`config.mk`:
```
export PLATFORM = sky130hd
export DESIGN_NAME = mux_arb_n
export DESIGN_NICKNAME = d
export VERILOG_FILES = /design/src/rtl/mux_arb_n.sv
export SDC_FILE = /design/constraint.sdc
export NUM_CORES = 1
export LEC_CHECK = 0
export CAP_MARGIN = 20
export CORE_MARGIN = 3
export CORE_UTILIZATION = 29
export DETAILED_ROUTE_END_ITERATION = 6
export GPL_TIMING_DRIVEN = 0
export HOLD_SLACK_MARGIN = 0.05
export PLACE_DENSITY = 0.72
export SLEW_MARGIN = 20
export SYNTH_ARGS = -nofsm -noshare
export SYNTH_HDL_FRONTEND = slang
export SYNTH_SLANG_ARGS = --single-unit
```
`constraint.sdc`:
```
create_clock -name clk -period 1.8 [get_ports clk]
set_clock_uncertainty 0.05 [all_clocks]
set_input_delay 0.27 -clock clk [delete_from_list [all_inputs] [get_ports clk]]
set_output_delay 0.27 -clock clk [all_outputs]
set_load 0.03 [all_outputs]
```
`src/rtl/mux_arb_n.sv`:
```
// N-way, W-bit selector with a registered valid/ready output stage.
// Selection is by external select, round-robin, or fixed priority (MODE).
module mux_arb_n #(
  parameter int WIDTH  = 8,
  parameter int NUM_IN = 2,
  parameter int MODE   = 0,
  localparam int SEL_W = (NUM_IN > 2) ? $clog2(NUM_IN) : 1
) (
  input  logic                      clk,
  input  logic                      rst_n,
  input  logic [SEL_W-1:0]          sel,
  input  logic [NUM_IN*WIDTH-1:0]   in_data,
  input  logic [NUM_IN-1:0]         in_valid,
  output logic [NUM_IN-1:0]         in_ready,
  output logic [WIDTH-1:0]          out_data,
  output logic [SEL_W-1:0]          out_src,
  output logic                      out_valid,
  input  logic                      out_ready
);

  logic [WIDTH-1:0] out_data_q, out_data_d;
  logic [SEL_W-1:0] out_src_q, out_src_d;
  logic             out_valid_q, out_valid_d;
  logic [SEL_W-1:0] rr_ptr_q, rr_ptr_d;

  logic             load;
  logic             grant_valid;
  logic [SEL_W-1:0] grant_idx;
  logic [WIDTH-1:0] grant_data;
  logic             xfer;

  always_comb begin
    load        = !out_valid_q || out_ready;
    grant_valid = 1'b0;
    grant_idx   = '0;

    if (MODE == 0) begin
      // An out-of-range sel matches no channel, so it never grants.
      for (int i = 0; i < NUM_IN; i++) begin
        if (sel == SEL_W'(i) && in_valid[i]) begin
          grant_valid = 1'b1;
          grant_idx   = SEL_W'(i);
        end
      end
    end else if (MODE == 1) begin
      // Search rr_ptr..NUM_IN-1 first, then wrap to 0..rr_ptr-1.
      for (int i = 0; i < NUM_IN; i++) begin
        if (!grant_valid && in_valid[i] && SEL_W'(i) >= rr_ptr_q) begin
          grant_valid = 1'b1;
          grant_idx   = SEL_W'(i);
        end
      end
      for (int i = 0; i < NUM_IN; i++) begin
        if (!grant_valid && in_valid[i]) begin
          grant_valid = 1'b1;
          grant_idx   = SEL_W'(i);
        end
      end
    end else begin
      for (int i = 0; i < NUM_IN; i++) begin
        if (!grant_valid && in_valid[i]) begin
          grant_valid = 1'b1;
          grant_idx   = SEL_W'(i);
        end
      end
    end

    xfer       = rst_n && load && grant_valid;
    grant_data = '0;
    in_ready   = '0;
    for (int i = 0; i < NUM_IN; i++) begin
      if (grant_idx == SEL_W'(i)) begin
        grant_data  = in_data[i*WIDTH +: WIDTH];
        in_ready[i] = xfer;
      end
    end

    out_data_d  = out_data_q;
    out_src_d   = out_src_q;
    out_valid_d = out_valid_q;
    rr_ptr_d    = rr_ptr_q;
    if (load) begin
      out_valid_d = grant_valid;
      if (grant_valid) begin
        out_data_d = grant_data;
        out_src_d  = grant_idx;
        rr_ptr_d   = (grant_idx == SEL_W'(NUM_IN - 1)) ? '0 : grant_idx + SEL_W'(1);
      end
    end
  end

  always_ff @(posedge clk) begin
    if (!rst_n) begin
      out_data_q  <= '0;
      out_src_q   <= '0;
      out_valid_q <= 1'b0;
      rr_ptr_q    <= '0;
    end else begin
      out_data_q  <= out_data_d;
      out_src_q   <= out_src_d;
      out_valid_q <= out_valid_d;
      rr_ptr_q    <= rr_ptr_d;
    end
  end

  assign out_data  = out_data_q;
  assign out_src   = out_src_q;
  assign out_valid = out_valid_q;

endmodule

```
-- Word-level counts from Yosys, hierarchy flattened
Index checks and enable logic that the tools add are counted.
- register bits: 10
- input bits: 22
- word-level logic and storage cells: 17
- muxes and demuxes: 6
- bitwise gates (word level): 1
- reduce and logical (&&, ||, !) cells: 7
- operators with widths (cell ; number):
    two-way mux 8 bit ; 1
    two-way mux 1 bit ; 5
    logical AND 1 bit ; 4
    AND reduction 2 bit ; 1
    zero test 1 bit ; 1
    logical OR 1 bit ; 1
    NOT 1 bit ; 1

-- Longest topological paths before layout
Gate-level depths: netlist (run 1).
- depth after elaboration: 6
- depth in mapped cells: 4
- mapped depth without buffers: 3

-- Worst setup path before layout (run 1)
No wires, ideal clock.
- kind: register -> output
- start point: reg out_valid_q, in the netlist out_valid
- end point: out in_ready[0]
- arrival time: 1.338 ns
- path slack: 0.142 ns
- stages on the path, launching flop included: 5
- buffers on the path: 1
- cell sequence: dfxtp_1 -> nand2b_1 -> nand3_1 -> buf_2 -> a21oi_1
- longest elaborated chain between the ends: 5
- RTL lines (element ; line ; text):
    from (decl) ; 23 ; logic out_valid_q, out_valid_d;
    from (signal assigned) ; 101 ; out_valid_q <= out_valid_d;
    zero test 1 bit ; 33 ; load = !out_valid_q || out_ready;
    logical OR 1 bit ; 33 ;
    logical AND 1 bit (2 in a row) ; 68 ; xfer = rst_n && load && grant_valid;
    two-way mux 1 bit ; 72 ; if (grant_idx == SEL_W'(i)) begin
    to (decl) ; 14 ; output logic [NUM_IN-1:0] in_ready,
No other way between the ends.

-- Worst setup path after layout (run 1)
- start point: in in_valid[0]
- end point: out in_ready[1]
- longest elaborated chain between the ends: 5
- RTL lines (element ; line ; text):
    from (decl) ; 13 ; input logic [NUM_IN-1:0] in_valid,
    logical AND 1 bit ; 40 ; if (sel == SEL_W'(i) && in_valid[i]) begin
    two-way mux 1 bit (2 in a row) ; 40 ;
    logical AND 1 bit ; 68 ;
    two-way mux 1 bit ; 72 ;
No other way between the ends.

==> summary.md, run 1 <==
| Metric | Value |
|---|---|
| Status | finished clean |
| Grt ovf | 0 |
| Hold path start | out_data[7]$_SDFFE_PN0P_ |
| Nets | 100 |
| Antenna viol nets, final | 0 |
| Commonest non-fill, non-tap cell in the layout | clkdlybuf4s50_1 |
| Synth top area cells | dfxtp_1 46%, mux2i_1 18%, o2bb2ai_1 16% |
| Initial DRT Pass Iterations | 1 |
| P&R area growth vs syn | 92.53% |
| Final min period | 1.750 ns |
| Worst-skew pair later-pin latency | 0.27 ns |
| Final worst slack | 0.05012 ns |
| Hold Path Class | flop to flop |
| CTS tree | done |
| Worst vdd ir | 0.0004239 V |
| CTS max path bufs | 2 |
| Clock sink total | 10 |
| Vias in the first global route | roughly 500 |
| Reg area | 200.2 µm² |
| Gpl congestion | between 0.6 and 0.7 |
| Max-slew headroom | 68.92% |
| Mapped Area | 435.4 µm² |
| H-tree levels | 1 |
| Die Ht | 44.75 µm |
| Remaining routing DRC violations | 0 |
| Area of the multi-input gates | 236.5 µm² |
| CP Capture Type | output pin |
| Internal reg-to-reg setup slack | 0.70 ns |
| CTS clock-pin slew for the worst setup and hold paths | 0.05 ns |
| Worst-Margin Slew | roughly 0.47 ns |
| Die ar. | 0.002003 mm² |
| Final WL | 1.232 mm |
| Largest net degree at the start of global routing | 11 |
| I/O pins | 34 |
| Mean Syn Cell Area | 11.77 µm² |
| Reg2reg path depth | 5 |
| Root Driver | clkbuf_4 |
| Achievable Freq | ~570 MHz |
| Fill cells | 117 |
| Required time worst endpoint | 1.48 ns |
| Total power | just under 0.6 mW |
| Post-synth top area share | 45.98% |
| Min Hold Slack | between 0.4 and 0.5 ns |
| Hold buffers post-CTS | 0 |
| Hpwl dp | 924.3 µm |
| WL/cell | 13.54 µm |
| Pre-CTS WS | -0.6271 ns |
| Row count | 13 |
| Static leakage | 0.3684 nW |
| Final Hold Vio Count | 0 |
| PortBufs | 33 |
| Fraction of the yosys area taken by sequential cells | 45.98% |
| Proportion of layout cells with a drive suffix above 1 | approximately 17% |
| Initial antenna violation count | 0 |
| Kind of critical path | input port to output pin |
| Chip Width | 44.75 µm |
| Part of the cycle the worst path needs | 97.22% |
| Initial Utilization | 32.25% |
| R2R Path End | out_data[0]$_SDFFE_PN0P_ |
| Synth area leader | dfxtp_1 |
| Final Setup Violations | 0 |
| Arrival time at the worst endpoint | between 1 and 1.5 ns |
| Core ar. | 0.001350 mm² |
| Yosys reg bits | 10 |
| Via density | 4.824 |
| Syn Inst Count | 37 |
| Crit path max fanout | 4 |
| Yosys warns | 0 |
| Synth cell types | 13 |
| ANT cells | 0 |
| First-pass GRT wire length | approximately 2.1 mm |
| CTS Buf Count | 3 |
| Syn Nets | 59 |
| DR vias | 439 |
| Leading cell types in the layout, fill and taps excluded | 29 x clkdlybuf4s50_1, 10 x dfxtp_1, 8 x mux2i_1, 8 x o2bb2ai_1, 5 x buf_4 |
| Reg2reg start | out_valid$_SDFFE_PN0N_ |
| Max-cap violation count | 0 |
| Crit start category | input port |
| Power Dens Cells | about 690 mW/mm² |
| GRT Overall Usage | 14.55% |
| Hold Path Stages | 1 |
| Iter 0 DRT Violations | 0 |
| Slew Limit Fails | 0 |
| Worst Hold End | out_data[7]$_SDFFE_PN0P_ |
## cells in the mapped netlist
cell,number
a21boi_4,1
nand3_1,1
o2bb2ai_1,8
mux2i_1,8
dfxtp_1,10
a2bb2o_1,1
nor2_1,1
a21oi_1,1
mux2_4,1
nand2_1,1
buf_2,1
and2_1,1
nand2b_1,2
## metal layers
layer  vias up  part of all wire (%)  track usage, %
met1       192                    41           16.14
li1        222                     -               -
met4         0                  0.89           3.614
met3         3                    13           8.367
met2        22                    45           23.78
met5         -                     0               0
## kinds of logic (layout without fill, tap and decap cells)
group | Yosys count | count (layout) | synth area share, %
flip-flops | 10 | 10 | 45.98
AO/OA/AOI/OAI | 11 | 11 | 23.85
AND/OR/NAND/NOR | 6 | 6 | 7.182
multiplexers | 9 | 9 | 21.84
buffers and inverters | 1 | 40 | 1.148
## worst max-delay path, stage by stage
cell,delay (ns)
clkdlybuf4s50_1,0.40
mux2_4,0.28
nand3_1,0.12
buf_6,0.12
nor2_1,0.04
buf_4,0.19
## worst max path at each step
stage | from | endpoint | slack [ns] | depth (start not counted)
2_1_floorplan | out_valid$_SDFFE_PN0N_ | in_ready[0] | 0.14 | 4
3_3_place_gp | sel | in_ready[1] | -0.62 | 6
3_5_place_dp | sel | in_ready[1] | -0.63 | 6
4_1_cts | in_valid[1] | in_ready[0] | 0.005 | 6
5_1_grt | in_valid[0] | in_ready[1] | -0.005 | 6
6_report | in_valid[0] | in_ready[1] | 0.05 | 6
## sequential cells by signal, summed over array words and instances, names as in the netlist
| signal | flops |
|---|---|
| out_data | 8 |
| out_src | 1 |
| out_valid | 1 |
## power breakdown
| group | switching [mW] | internal, mW |
|---|---|---|
| sequential | 0.00811 | 0.239 |
| combinational | 0.0824 | 0.102 |
| clock | 0.0723 | 0.0771 |
| total | 0.163 | 0.418 |
## area by class of cell
| type | instances | area share, % |
|---|---|---|
| plain buffers | 1 | 1.343 |
| clock buffers | 3 | 2.687 |
| multi-input cells | 26 | 28.21 |
| flip-flops and latches | 10 | 23.88 |
| well taps | 15 | 2.239 |
| repair buffers | 36 | 41.64 |
## stage by stage
step,setup TNS (ns),area (µm²),utilization [%],std cells
final,0,838.3,62.09,91
after global routing,-0.004617,838.3,62.09,91
after CTS,0,822.0,60.89,90
after detailed placement,-1.240,784.5,58.11,85
after global placement,-1.238,784.5,58.11,85
after floorplan,0,435.4,-,37
## what timing repair did
item,in CTS,in global routing
setup buffers,2,1
gates resized for setup,15,3
setup endpoints to repair,2,2
(Power assumes the default switching activity.)
==> inputs of run 2 (changes only) <==
Settings changed: PLACE_DENSITY 0.72 to 0.71.
==> summary.md, run 2 (synthesis results as in run 1) <==
| Metric | Value |
|---|---|
| Initial antenna violation count | 0 (unchanged) |
| Arrival time at the worst endpoint | 1.43 ns (about the same) |
| Final Hold Vio Count | 0 (unchanged) |
| Kind of critical path | input port to output pin |
| I/O pins | 34 (unchanged) |
| Max-cap violation count | 0 (unchanged) |
| Via density | 4.922 (+2.0%) |
| Nets | 98 (-2.0%) |
| Slew Limit Fails | 0 (unchanged) |
| WL/cell | 14.81 µm (+9.4%) |
| CP cell instances | clkdlybuf4s50_1 -> mux2_4 -> nand3_2 -> buf_6 -> nor2_1 -> buf_4 |
| Commonest non-fill, non-tap cell in the layout | clkdlybuf4s50_1 |
| Hpwl dp | 921.1 µm (-0.35%) |
| Die ar. | 0.002003 mm² (unchanged) |
| Fill cells | 114 (-2.6%) |
| CTS tree | done |
| Initial Utilization | 32.25% (unchanged) |
| Hold Path Stages | 1 (unchanged) |
| PortBufs | 33 (unchanged) |
| Internal power | 0.4607 mW (+10%) |
| CTS Buf Count | 3 (unchanged) |
| R2R Path End | out_data[6]$_SDFFE_PN0P_ |
| Switch Pwr | 0.1737 mW (+6.7%) |
| Worst Hold End | out_data[2]$_SDFFE_PN0P_ |
| Max reg flops | 8 (unchanged) |
| Leading cell types in the layout, fill and taps excluded | 29 x clkdlybuf4s50_1, 10 x dfxtp_1, 8 x mux2i_1, 8 x o2bb2ai_1 |
| Initial DRT Pass Iterations | 3 (+2) |
| Hold path start | out_data[2]$_SDFFE_PN0P_ |
| CTS clock-pin slew for the worst setup and hold paths | 0.06 ns (about the same) |
| Hold Path Class | flop to flop |
| First-pass GRT wire length | 2.097 mm (+0.67%) |
| Hold buffers post-CTS | 0 (unchanged) |
| Antenna viol nets, final | 0 (unchanged) |
| Required time worst endpoint | 1.48 ns (about the same) |
| Gpl congestion | 0.6556 (-0.61%) |
| Clock power frac | 32.1% (+6.4 points) |
| Combinational Power Share | 28.9% (-2.8 points) |
| Setup repair after global routing missed its margin | no |
| Power Dens Cells | 752.3 mW/mm² (+8.6%) |
| Largest net degree at the start of global routing | 11 (unchanged) |
| Slowest CP cell | clkdlybuf4s50_1 |
| Crit start category | input port |
| Part of the cycle the worst path needs | 97.24% (about the same) |
| Vias in the first global route | 464 (-6.3%) |
| Row count | 13 (unchanged) |
| Achievable Freq | 571.3 MHz (about the same) |
| Clock sink total | 10 (unchanged) |
| H-tree levels | 1 (unchanged) |
| Min Hold Slack | 0.4096 ns (+0.001680 ns) |
| Flop pwr share | 39.0% (-3.5 points) |
| Grt ovf | 0 (unchanged) |
| Setup TNS | 0 ns (unchanged) |
| Reg2reg start | out_valid$_SDFFE_PN0N_ |
| Static leakage | 0.3658 nW (-0.71%) |
| Crit-path max cell delay | 0.41 ns (about the same) |
| Max-slew headroom | 68.22% (-0.70 points) |
| Final core occ | 62.47% (+0.37 points) |
| Status | finished clean |
| Final WL | 1.333 mm (+8.2%) |
| Die Ht | 44.75 µm (unchanged) |
| Internal reg-to-reg setup slack | 0.76 ns (+0.06 ns) |
| DR vias | 443 (+0.91%) |
| Proportion of layout cells with a drive suffix above 1 | 17.33% (+0.23 points) |
| Worst vdd ir | 0.0004742 V (+12%) |
| Crit path max fanout | 10 (+6) |
| CTS max path bufs | 2 (unchanged) |
| Final min period | 1.750 ns (+0.0004789 ns) |
| Root Driver | clkbuf_4 |
| Core ar. | 0.001350 mm² (unchanged) |
| Final Setup Violations | 0 (unchanged) |
| Remaining routing DRC violations | 0 (unchanged) |
| Chip Width | 44.75 µm (unchanged) |
| P&R area growth vs syn | 93.68% |
| GRT Overall Usage | 15.12% (+0.58 points) |
| Reg2reg path depth | 3 (-2) |
| Worst-skew pair later-pin latency | 0.27 ns (about the same) |
| Worst-Margin Slew | 0.4755 ns (+0.01053 ns) |
| Net Sw Frac | 27.38% (-0.67 points) |
| Cells after DPL | 85 (unchanged) |
| Non-Filler Instances | 90 (-1.1%) |
| CP Capture Type | output pin |
| Iter 0 DRT Violations | 1 (+1) |
| ANT cells | 0 (unchanged) |
## run 2: cell types whose count changed in the layout (fill, tap and decap cells not counted), sizes merged
| cell | previous run | this run |
|---|---|---|
| buf | 6 | 4 |
| clkbuf | 3 | 4 |
| dlygate4sd2 | 1 | 2 |
| dlymetal6s2s | 1 | 0 |
## run 2: area by class of cell
cell class / count / area [µm²] / area share [%]
Tap cell: 15 / 18.77 / 2.226
Clock buffer: 4 / 36.28 / 4.303
Timing Repair Buffer: 34 / 330.3 / 39.17
Buffer: 1 / 11.26 / 1.335
Multi-Input combinational cell: 26 / 246.5 / 29.23
Sequential cell: 10 / 200.2 / 23.74
## run 2: worst max-delay path by stage
stage	slack, ns	startpoint	to	cells after the start
2_1_floorplan	0.14	out_valid$_SDFFE_PN0N_	in_ready[0]	4
3_3_place_gp	-0.63	sel	in_ready[1]	6
3_5_place_dp	-0.64	sel	in_ready[1]	6
4_1_cts	0.02	out_ready	in_ready[0]	6
5_1_grt	0.01	in_valid[0]	in_ready[1]	6
6_report	0.05	in_valid[0]	in_ready[1]	6
## run 2: per-stage QoR
stage / worst slack, ns / total power, mW / instance area, µm²
finish: 0.04964 / 0.6344 / 843.3
global route: 0.009815 / 0.6687 / 843.3
CTS: 0.02335 / 0.6372 / 829.5
detailed placement: -0.6394 / 0.4272 / 784.5
global placement: -0.6281 / 0.4262 / 784.5
floorplan: 0.1420 / 0.3348 / 435.4
## run 2: critical path: cells and delay by family
| family | cells | cell delay (ns) |
|---|---|---|
| buffers and inverters | 3 | 0.73 |
| AND/OR/NAND/NOR | 2 | 0.13 |
| multiplexers | 1 | 0.29 |
## run 2: per-layer routing
metal	share of wire [%]	up-vias	track usage (%)
met3	12	4	7.570
met2	42	26	21.49
li1	-	220	-
met5	0	-	0
met4	2.1	0	8.434
met1	44	193	18.34
## run 2: power by group through the flow
stage	combinational (mW)	clock, mW	sequential, mW
2_1_floorplan	0.0489	0	0.286
3_3_place_gp	0.175	0	0.251
3_5_place_dp	0.176	0	0.251
4_1_cts	0.180	0.210	0.247
5_1_grt	0.195	0.224	0.250
6_report	0.183	0.204	0.247
## run 2: what timing repair did
item	CTS	global route
resized for setup	17	3
buffers inserted	1	0
endpoints found under the setup margin	2	2
==> inputs of run 3 (changes only) <==
Settings changed: CTS_CLUSTER_DIAMETER from default to 40, CTS_CLUSTER_SIZE from default to 24.
==> results of run 3 <==
Final layout, timing and power as in run 2 (identical DEF).
